**src/rtl/serial_parity_rx.sv**
```systemverilog
// Receiver for the XOR-parity serial link: start, DATA_W data bits LSB-first, parity, stop.
// Reports each received word with a one-cycle data_valid pulse plus held parity/framing flags.
module serial_parity_rx #(
    parameter int DATA_W       = 8,
    parameter int CLKS_PER_BIT = 16,
    parameter int PARITY_ODD   = 0
) (
    input  logic              clk,
    input  logic              rst,
    input  logic              rx_in,
    output logic [DATA_W-1:0] data_out,
    output logic              data_valid,
    output logic              parity_err,
    output logic              frame_err,
    output logic              busy
);

    localparam int   H     = CLKS_PER_BIT / 2;
    localparam int   CNT_W = $clog2(CLKS_PER_BIT);
    localparam int   BIT_W = $clog2(DATA_W + 1);
    localparam logic ODD   = (PARITY_ODD != 0);

    typedef enum logic [2:0] {IDLE, START, DATA, PARITY, STOP, BREAK} state_t;

    state_t            state_q, state_d;
    logic              sync1_q, rx_s;
    logic [CNT_W-1:0]  cnt_q, cnt_d;
    logic [BIT_W-1:0]  bit_cnt_q, bit_cnt_d;
    logic [DATA_W-1:0] shift_q, shift_d;
    logic              acc_q, acc_d;
    logic              perr_q, perr_d;
    logic [DATA_W-1:0] data_out_q, data_out_d;
    logic              parity_err_q, parity_err_d;
    logic              frame_err_q, frame_err_d;
    logic              data_valid_q, data_valid_d;
    logic              mid_bit;

    // Synchroniser flops reset to the idle line level so reset never looks like a start bit.
    always_ff @(posedge clk or posedge rst) begin
        if (rst) begin
            sync1_q <= 1'b1;
            rx_s    <= 1'b1;
        end else begin
            sync1_q <= rx_in;
            rx_s    <= sync1_q;
        end
    end

    always_ff @(posedge clk or posedge rst) begin
        if (rst) begin
            state_q      <= IDLE;
            cnt_q        <= '0;
            bit_cnt_q    <= '0;
            shift_q      <= '0;
            acc_q        <= 1'b0;
            perr_q       <= 1'b0;
            data_out_q   <= '0;
            parity_err_q <= 1'b0;
            frame_err_q  <= 1'b0;
            data_valid_q <= 1'b0;
        end else begin
            state_q      <= state_d;
            cnt_q        <= cnt_d;
            bit_cnt_q    <= bit_cnt_d;
            shift_q      <= shift_d;
            acc_q        <= acc_d;
            perr_q       <= perr_d;
            data_out_q   <= data_out_d;
            parity_err_q <= parity_err_d;
            frame_err_q  <= frame_err_d;
            data_valid_q <= data_valid_d;
        end
    end

    // The start bit is sampled half a bit in; every later sample lands one full bit after the previous.
    assign mid_bit = (state_q == START) ? (cnt_q == CNT_W'(H - 1))
                                        : (cnt_q == CNT_W'(CLKS_PER_BIT - 1));

    always_comb begin
        state_d      = state_q;
        cnt_d        = cnt_q + CNT_W'(1);
        bit_cnt_d    = bit_cnt_q;
        shift_d      = shift_q;
        acc_d        = acc_q;
        perr_d       = perr_q;
        data_out_d   = data_out_q;
        parity_err_d = parity_err_q;
        frame_err_d  = frame_err_q;
        data_valid_d = 1'b0;
        if (mid_bit) begin
            cnt_d = '0;
        end
        case (state_q)
            IDLE: begin
                cnt_d = '0;
                if (!rx_s) begin
                    state_d   = START;
                    bit_cnt_d = '0;
                    acc_d     = 1'b0;
                end
            end
            START: begin
                if (mid_bit) begin
                    state_d = rx_s ? IDLE : DATA;
                end
            end
            DATA: begin
                if (mid_bit) begin
                    shift_d = (shift_q >> 1) | (DATA_W'(rx_s) << (DATA_W - 1));
                    acc_d   = acc_q ^ rx_s;
                    if (bit_cnt_q == BIT_W'(DATA_W - 1)) begin
                        state_d = PARITY;
                    end else begin
                        bit_cnt_d = bit_cnt_q + BIT_W'(1);
                    end
                end
            end
            PARITY: begin
                if (mid_bit) begin
                    perr_d  = acc_q ^ rx_s ^ ODD;
                    state_d = STOP;
                end
            end
            STOP: begin
                if (mid_bit) begin
                    data_out_d   = shift_q;
                    parity_err_d = perr_q;
                    frame_err_d  = ~rx_s;
                    data_valid_d = 1'b1;
                    state_d      = rx_s ? IDLE : BREAK;
                end
            end
            BREAK: begin
                cnt_d = '0;
                if (rx_s) begin
                    state_d = IDLE;
                end
            end
            default: begin
                state_d = IDLE;
            end
        endcase
    end

    assign data_out   = data_out_q;
    assign data_valid = data_valid_q;
    assign parity_err = parity_err_q;
    assign frame_err  = frame_err_q;
    assign busy       = (state_q != IDLE);

endmodule

```
**config.mk**
```make
export PLATFORM = sky130hd
export DESIGN_NAME = serial_parity_rx
export DESIGN_NICKNAME = d
export VERILOG_FILES = /design/src/rtl/serial_parity_rx.sv
export SDC_FILE = /design/constraint.sdc
export NUM_CORES = 1
export LEC_CHECK = 0
export ABC_CLOCK_PERIOD_IN_PS = 2500
export CORE_MARGIN = 5
export CORE_UTILIZATION = 25
export CTS_CLUSTER_DIAMETER = 120
export DETAILED_ROUTE_END_ITERATION = 8
export GPL_ROUTABILITY_DRIVEN = 0
export GPL_TIMING_DRIVEN = 0
export SLEW_MARGIN = 0
export SYNTH_ARGS = -nofsm -noshare
export SYNTH_HDL_FRONTEND = slang
export SYNTH_SLANG_ARGS = --single-unit
```
**constraint.sdc**
```tcl
create_clock -name clk -period 2.5 [get_ports clk]
set_clock_uncertainty 0.05 [all_clocks]
set_input_delay 0.25 -clock clk [delete_from_list [all_inputs] [get_ports clk]]
set_output_delay 0.25 -clock clk [all_outputs]
set_load 0.01 [all_outputs]
```
# After elaboration in Yosys (flattened, before gate mapping)

Cells that the tools add are included.

Flip-flop bits (word level): 34
Output and inout bits: 12
Logic and storage cells: 65

Add/subtract/negate cells: 2
Equal/unequal tests: 16
Multiplexer cells: 22
Bitwise operators: 3
Reductions and logical operators: 10

Operator list:

| cell                                                                  | count |
|---|---|
| 3-bit two-way mux                                                     | 8 |
| 4-bit two-way mux                                                     | 5 |
| 3-bit case mux with 6 select lines                                    | 1 |
| 2-bit inequality test, second input constant                          | 8 |
| 4-bit by 1-bit adder with 4-bit output, second input constant         | 2 |
| 4-bit by 3-bit equality test with 1-bit output, second input constant | 2 |
| 7-bit by 8-bit OR with 8-bit output                                   | 1 |
| 4-bit case mux with 2 select lines                                    | 1 |
| 7-bit AND reduction                                                   | 1 |
| 3-bit by 2-bit equality test with 1-bit output, second input constant | 2 |
| 3-bit equality test, second input constant                            | 2 |
| 2-bit AND reduction                                                   | 3 |
| 1-bit two-way mux                                                     | 5 |
| 4-bit equality test, second input constant                            | 1 |
| 4-bit AND reduction                                                   | 1 |
| 3-bit by 1-bit equality test with 1-bit output, second input constant | 1 |
| 3-bit zero test                                                       | 1 |
| 3-bit AND reduction                                                   | 1 |
| 3-bit nonzero test                                                    | 1 |
| 2-bit two-way mux                                                     | 1 |
| 1-bit case mux with 2 select lines                                    | 1 |
| 2-bit nonzero test                                                    | 1 |
| 2-bit OR reduction                                                    | 1 |
| 1-bit inverter                                                        | 1 |
| 1-bit bitwise XOR                                                     | 1 |

# Depth between registers and ports, before layout

Depth after elaboration: 4
Mapped depth: 7
Mapped depth without buffers: 5

# Least setup slack after synthesis

OpenSTA, ideal clock, no wires.

Path kind: register -> register
From: register cnt_q[0]
To: register data_out_q[0], in the netlist data_out[0]
Arrival time: 1.563 ns
Data required time: 2.323 ns
Slack: 0.759 ns
Stages on the path, launching flop included: 7
Path buffers: 2
Clock period less this slack: 1.741 ns
Path through: dfrtp_1 > ha_1 > and3_1 > buf_2 > nand3_1 > buf_6 > mux2_1

Cells in the longest elaborated chain, start to end: 3
Elaborated cells between the ends (all ways): 4

RTL lines:

| element                                                                                      | line   | text |
|---|---|---|
| from (decl)                                                                                  | 27     | `logic [CNT_W-1:0] cnt_q, cnt_d;` |
| from (signal assigned)                                                                       | 63     | `cnt_q <= cnt_d;` |
| 4-bit equality test / 4-bit by 3-bit equality test with 1-bit output (equally long branches) | 77, 76 |  |
| 1-bit two-way mux *                                                                          | 76     | `assign mid_bit = (state_q == START) ? (cnt_q == CNT_W'(H - 1))` |
| 2-bit AND reduction (no source line) *                                                       | n/a    |  |
| to (signal assigned)                                                                         | 68     | `data_out_q <= data_out_d;` |
| to (decl)                                                                                    | 32     | `logic [DATA_W-1:0] data_out_q, data_out_d;` |

Every way passes the cells marked *; elsewhere a longest branch is shown, timed or not.
A chain may end at the register's enable or synchronous reset.

# Final worst setup path

From: register state_q[0]
To: output port busy

Cells in the longest elaborated chain, start to end: 1

RTL lines:

| element                | line | text |
|---|---|---|
| from (decl)            | 25   | `state_t state_q, state_d;` |
| from (signal assigned) | 62   | `state_q <= state_d;` |
| 3-bit nonzero test     | 149  | `assign busy = (state_q != IDLE);` |
| to (decl)              | 15   | `output logic busy` |

Every way passes these cells.

==> key figures <==
Job
  – Max Cap Violations: 0

Timing
  – Final Cycle Share: 86.05%
  – Slew margin rel.: 53.24%
  – Final max-slew violation count: 0
  – Final TNS setup: 0 ns
  – Final setup violation count: 0
  – Final Hold Vio Count: 0
  – Max frequency: 464.9 MHz
  – Slew @ Worst Pin: 0.7004 ns
  – WHS: ~0.3 ns
  – Final min period: around 2.2 ns
  – RSZ-0062 raised after global routing: no

Logic synthesis
  – Synth area leader: dfrtp_1
  – Count of different cell masters after synthesis: 36
  – Yosys reg bits: 34
  – Sequential share of the synthesized area: 56.18%
  – Synthesized area per cell: 11.34 um^2
  – Post-synth top area share: 52.72%
  – Net Count, Synth: approximately 140
  – Mapped cell area: around 0.0015 mm^2
  – Synth top area cells: dfrtp_1, mux2_1, dfstp_2
  – Syn Inst Count: 134
  – Synth Warn #: 0

Floorplan
  – IO Pins: 15
  – Row cnt: 28
  – Die extent in x: approximately 88 um
  – Die area: a little under 0.008 mm^2
  – Core Area: just under 0.006 mm^2
  – Die Span Y: approximately 88 um
  – Starting Density: about a quarter

Finish
  – Syn-to-layout area delta: 20.59%
  – Antenna fix cells: 0
  – Final nets: 160
  – Layout cells sized above 1: roughly 10%

CTS
  – Clock transition at the registers of the reported paths: approximately 0.070 ns
  – CTS tree: done
  – CTS Buf Count: 5
  – Post-CTS setup buffer count: 0
  – Post-cts resize count: 0
  – CTS Root Cell: clkbuf_8
  – Max clock buf depth: 2
  – Clk_lat worst skew: about 0.28 ns
  – H-tree level count: 2
  – Clock Sinks: 34
  – Hold buffers post-CTS: 0

Drt
  – Drt drc: 0
  – DRT antenna net count: 0
  – Iteration-0 DRC Markers: 63
  – Routed Wire Length: ~2.8 mm
  – Vias: ~1,100
  – DRT Pass-1 Iters: 4
  – Post-DR wirelength/cell: ~12 um
  – Vias/cell: approximately 4.6

Place
  – HPWL Detailed: just under 2 mm
  – Buffers added on ports: 14

Status
  – Status: finished clean

Critical path
  – Crit-path max FO: 10
  – Setup crit end kind: output pin
  – Critical path start-end classification: register to output pin
  – Setup crit start kind: register
  – Worst Path Arrival: between 1.5 and 2 ns
  – CP required: 2.20 ns
  – Reg2Reg Depth: 6

Global route
  – Total global routing overflow: 0
  – Total track usage: under 10%
  – First-pass GRT wire length: just under 5 mm
  – Pin count of the biggest net entering global routing: 35
  – Antenna violations before repair: 0
  – Vias in the first global route: approximately 1,000

Worst hold path
  – HP Class: register to register
  – WHS Path Cells: 0

Power
  – Pwr dens: 764.5 mW/mm^2
  – Pleak: ~0.83 nW
  – Worst VDD drop: ~0.29 mV
-- per-stage QoR --
stage	std cells	cell area, um^2	setup slack [ns]	utilization [%]	power, mW
floorplan	134	1519	0.7594	-	0.9467
global placement	223	1753	0.6073	29.61	1.025
detailed placement	223	1753	0.5813	29.61	1.029
CTS	230	1832	0.3458	30.94	1.413
global route	230	1832	0.2179	30.94	1.495
finish	230	1832	0.3488	30.94	1.400
-- flip-flops by register name, indices dropped and copies added, names as in the netlist --
name / flops
data_valid: 1
frame_err: 1
rx_s: 1
parity_err: 1
shift_q: 8
bit_cnt_q: 4
data_out: 8
sync1_q: 1
perr_q: 1
acc_q: 1
state_q: 3
cnt_q: 4
-- placed cells by master (no fill, tap or decap), types with 2 or more instances in the layout --
cell and count:
a21oi_1 4, a31oi_1 5, a41oi_1 2, buf_6 2, clkbuf_1 5, clkbuf_8 5
clkdlybuf4s50_1 14, clkinv_2 2, dfrtp_1 32, dfstp_2 2, ha_1 2, inv_1 4
inv_2 2, mux2_1 16, nand2_1 7, nand3_1 4, nand3b_1 2, nand4_1 2
nor2_1 10, o21ai_0 6, o21ai_1 8, xnor2_1 2
-- metal layers --
metal  GRT usage [%]  up-vias  wire length, um
met2           12.26       20             1246
met5               0        -                0
met4           3.766        0               53
met3           3.198        6              160
li1                -      518                -
met1           10.31      521             1333
-- final cells by class --
class / count / area [um^2]
clock buffers: 5 / 68.82
multi-input cells: 86 / 596.8
inverters: 6 / 22.52
plain buffers: 8 / 46.29
flip-flops and latches: 34 / 853.3
fillers: 608 / 4089
clock inverters: 2 / 10.01
repair buffers: 14 / 140.1
well taps: 75 / 93.84
-- cell families after synthesis --
logic type / Yosys count / synth area share (%)
adder cells (fa/ha/maj): 2 / 1.647
XOR/XNOR: 3 / 1.730
AND/OR/NAND/NOR: 33 / 11.12
flip-flops: 34 / 56.18
multiplexers: 16 / 11.86
AO/OA/AOI/OAI: 32 / 12.93
buffers and inverters: 14 / 4.530
-- worst paths after layout --
check | from | endpoint | slack, ns
max | state_q[0] | busy | 0.35
min | sync1_q | rx_s | 0.31
max reg2reg | cnt_q[0] | data_out[2] | 0.58
min reg2reg | sync1_q | rx_s | 0.31
max in group asynchronous | rst | data_out[0] | 1.60
min in group asynchronous | rst | cnt_q[1] | 0.34
-- power by group --
group,leakage (nW),switching (mW),internal [mW]
Combinational,0.336,0.214,0.134
Sequential,0.449,0.0542,0.619
Clock,0.0438,0.193,0.187
-- worst max-delay path: stages (launching register included) --
cell             delay (ns)
dfrtp_1                0.37
clkbuf_1               0.21
nor2_1                 0.40
nand2_1                0.10
clkdlybuf4s50_1        0.49
-- synthesized netlist by cell type --
cell      instances
a211oi_1          1
a21oi_1           4
a22o_1            1
a31o_2            1
a31oi_1           5
a41oi_1           2
and3_1            1
buf_2             1
buf_6             2
clkbuf_1          5
dfrtp_1          32
dfstp_2           2
ha_1              2
inv_1             5
inv_2             1
mux2_1           16
nand2_1           7
nand2b_1          1
nand3_1           4
nand3_2           1
nand3b_1          2
nand4_1           2
nor2_1           10
nor2b_1           1
nor4_1            1
o21ai_0           6
o21ai_1           8
o21bai_1          1
o221ai_1          1
o31ai_1           1
o41ai_1           1
or2_1             1
or3_1             1
or4b_1            1
xnor2_1           2
xor2_1            1
No activity file was read; power rests on OpenSTA's default activity.
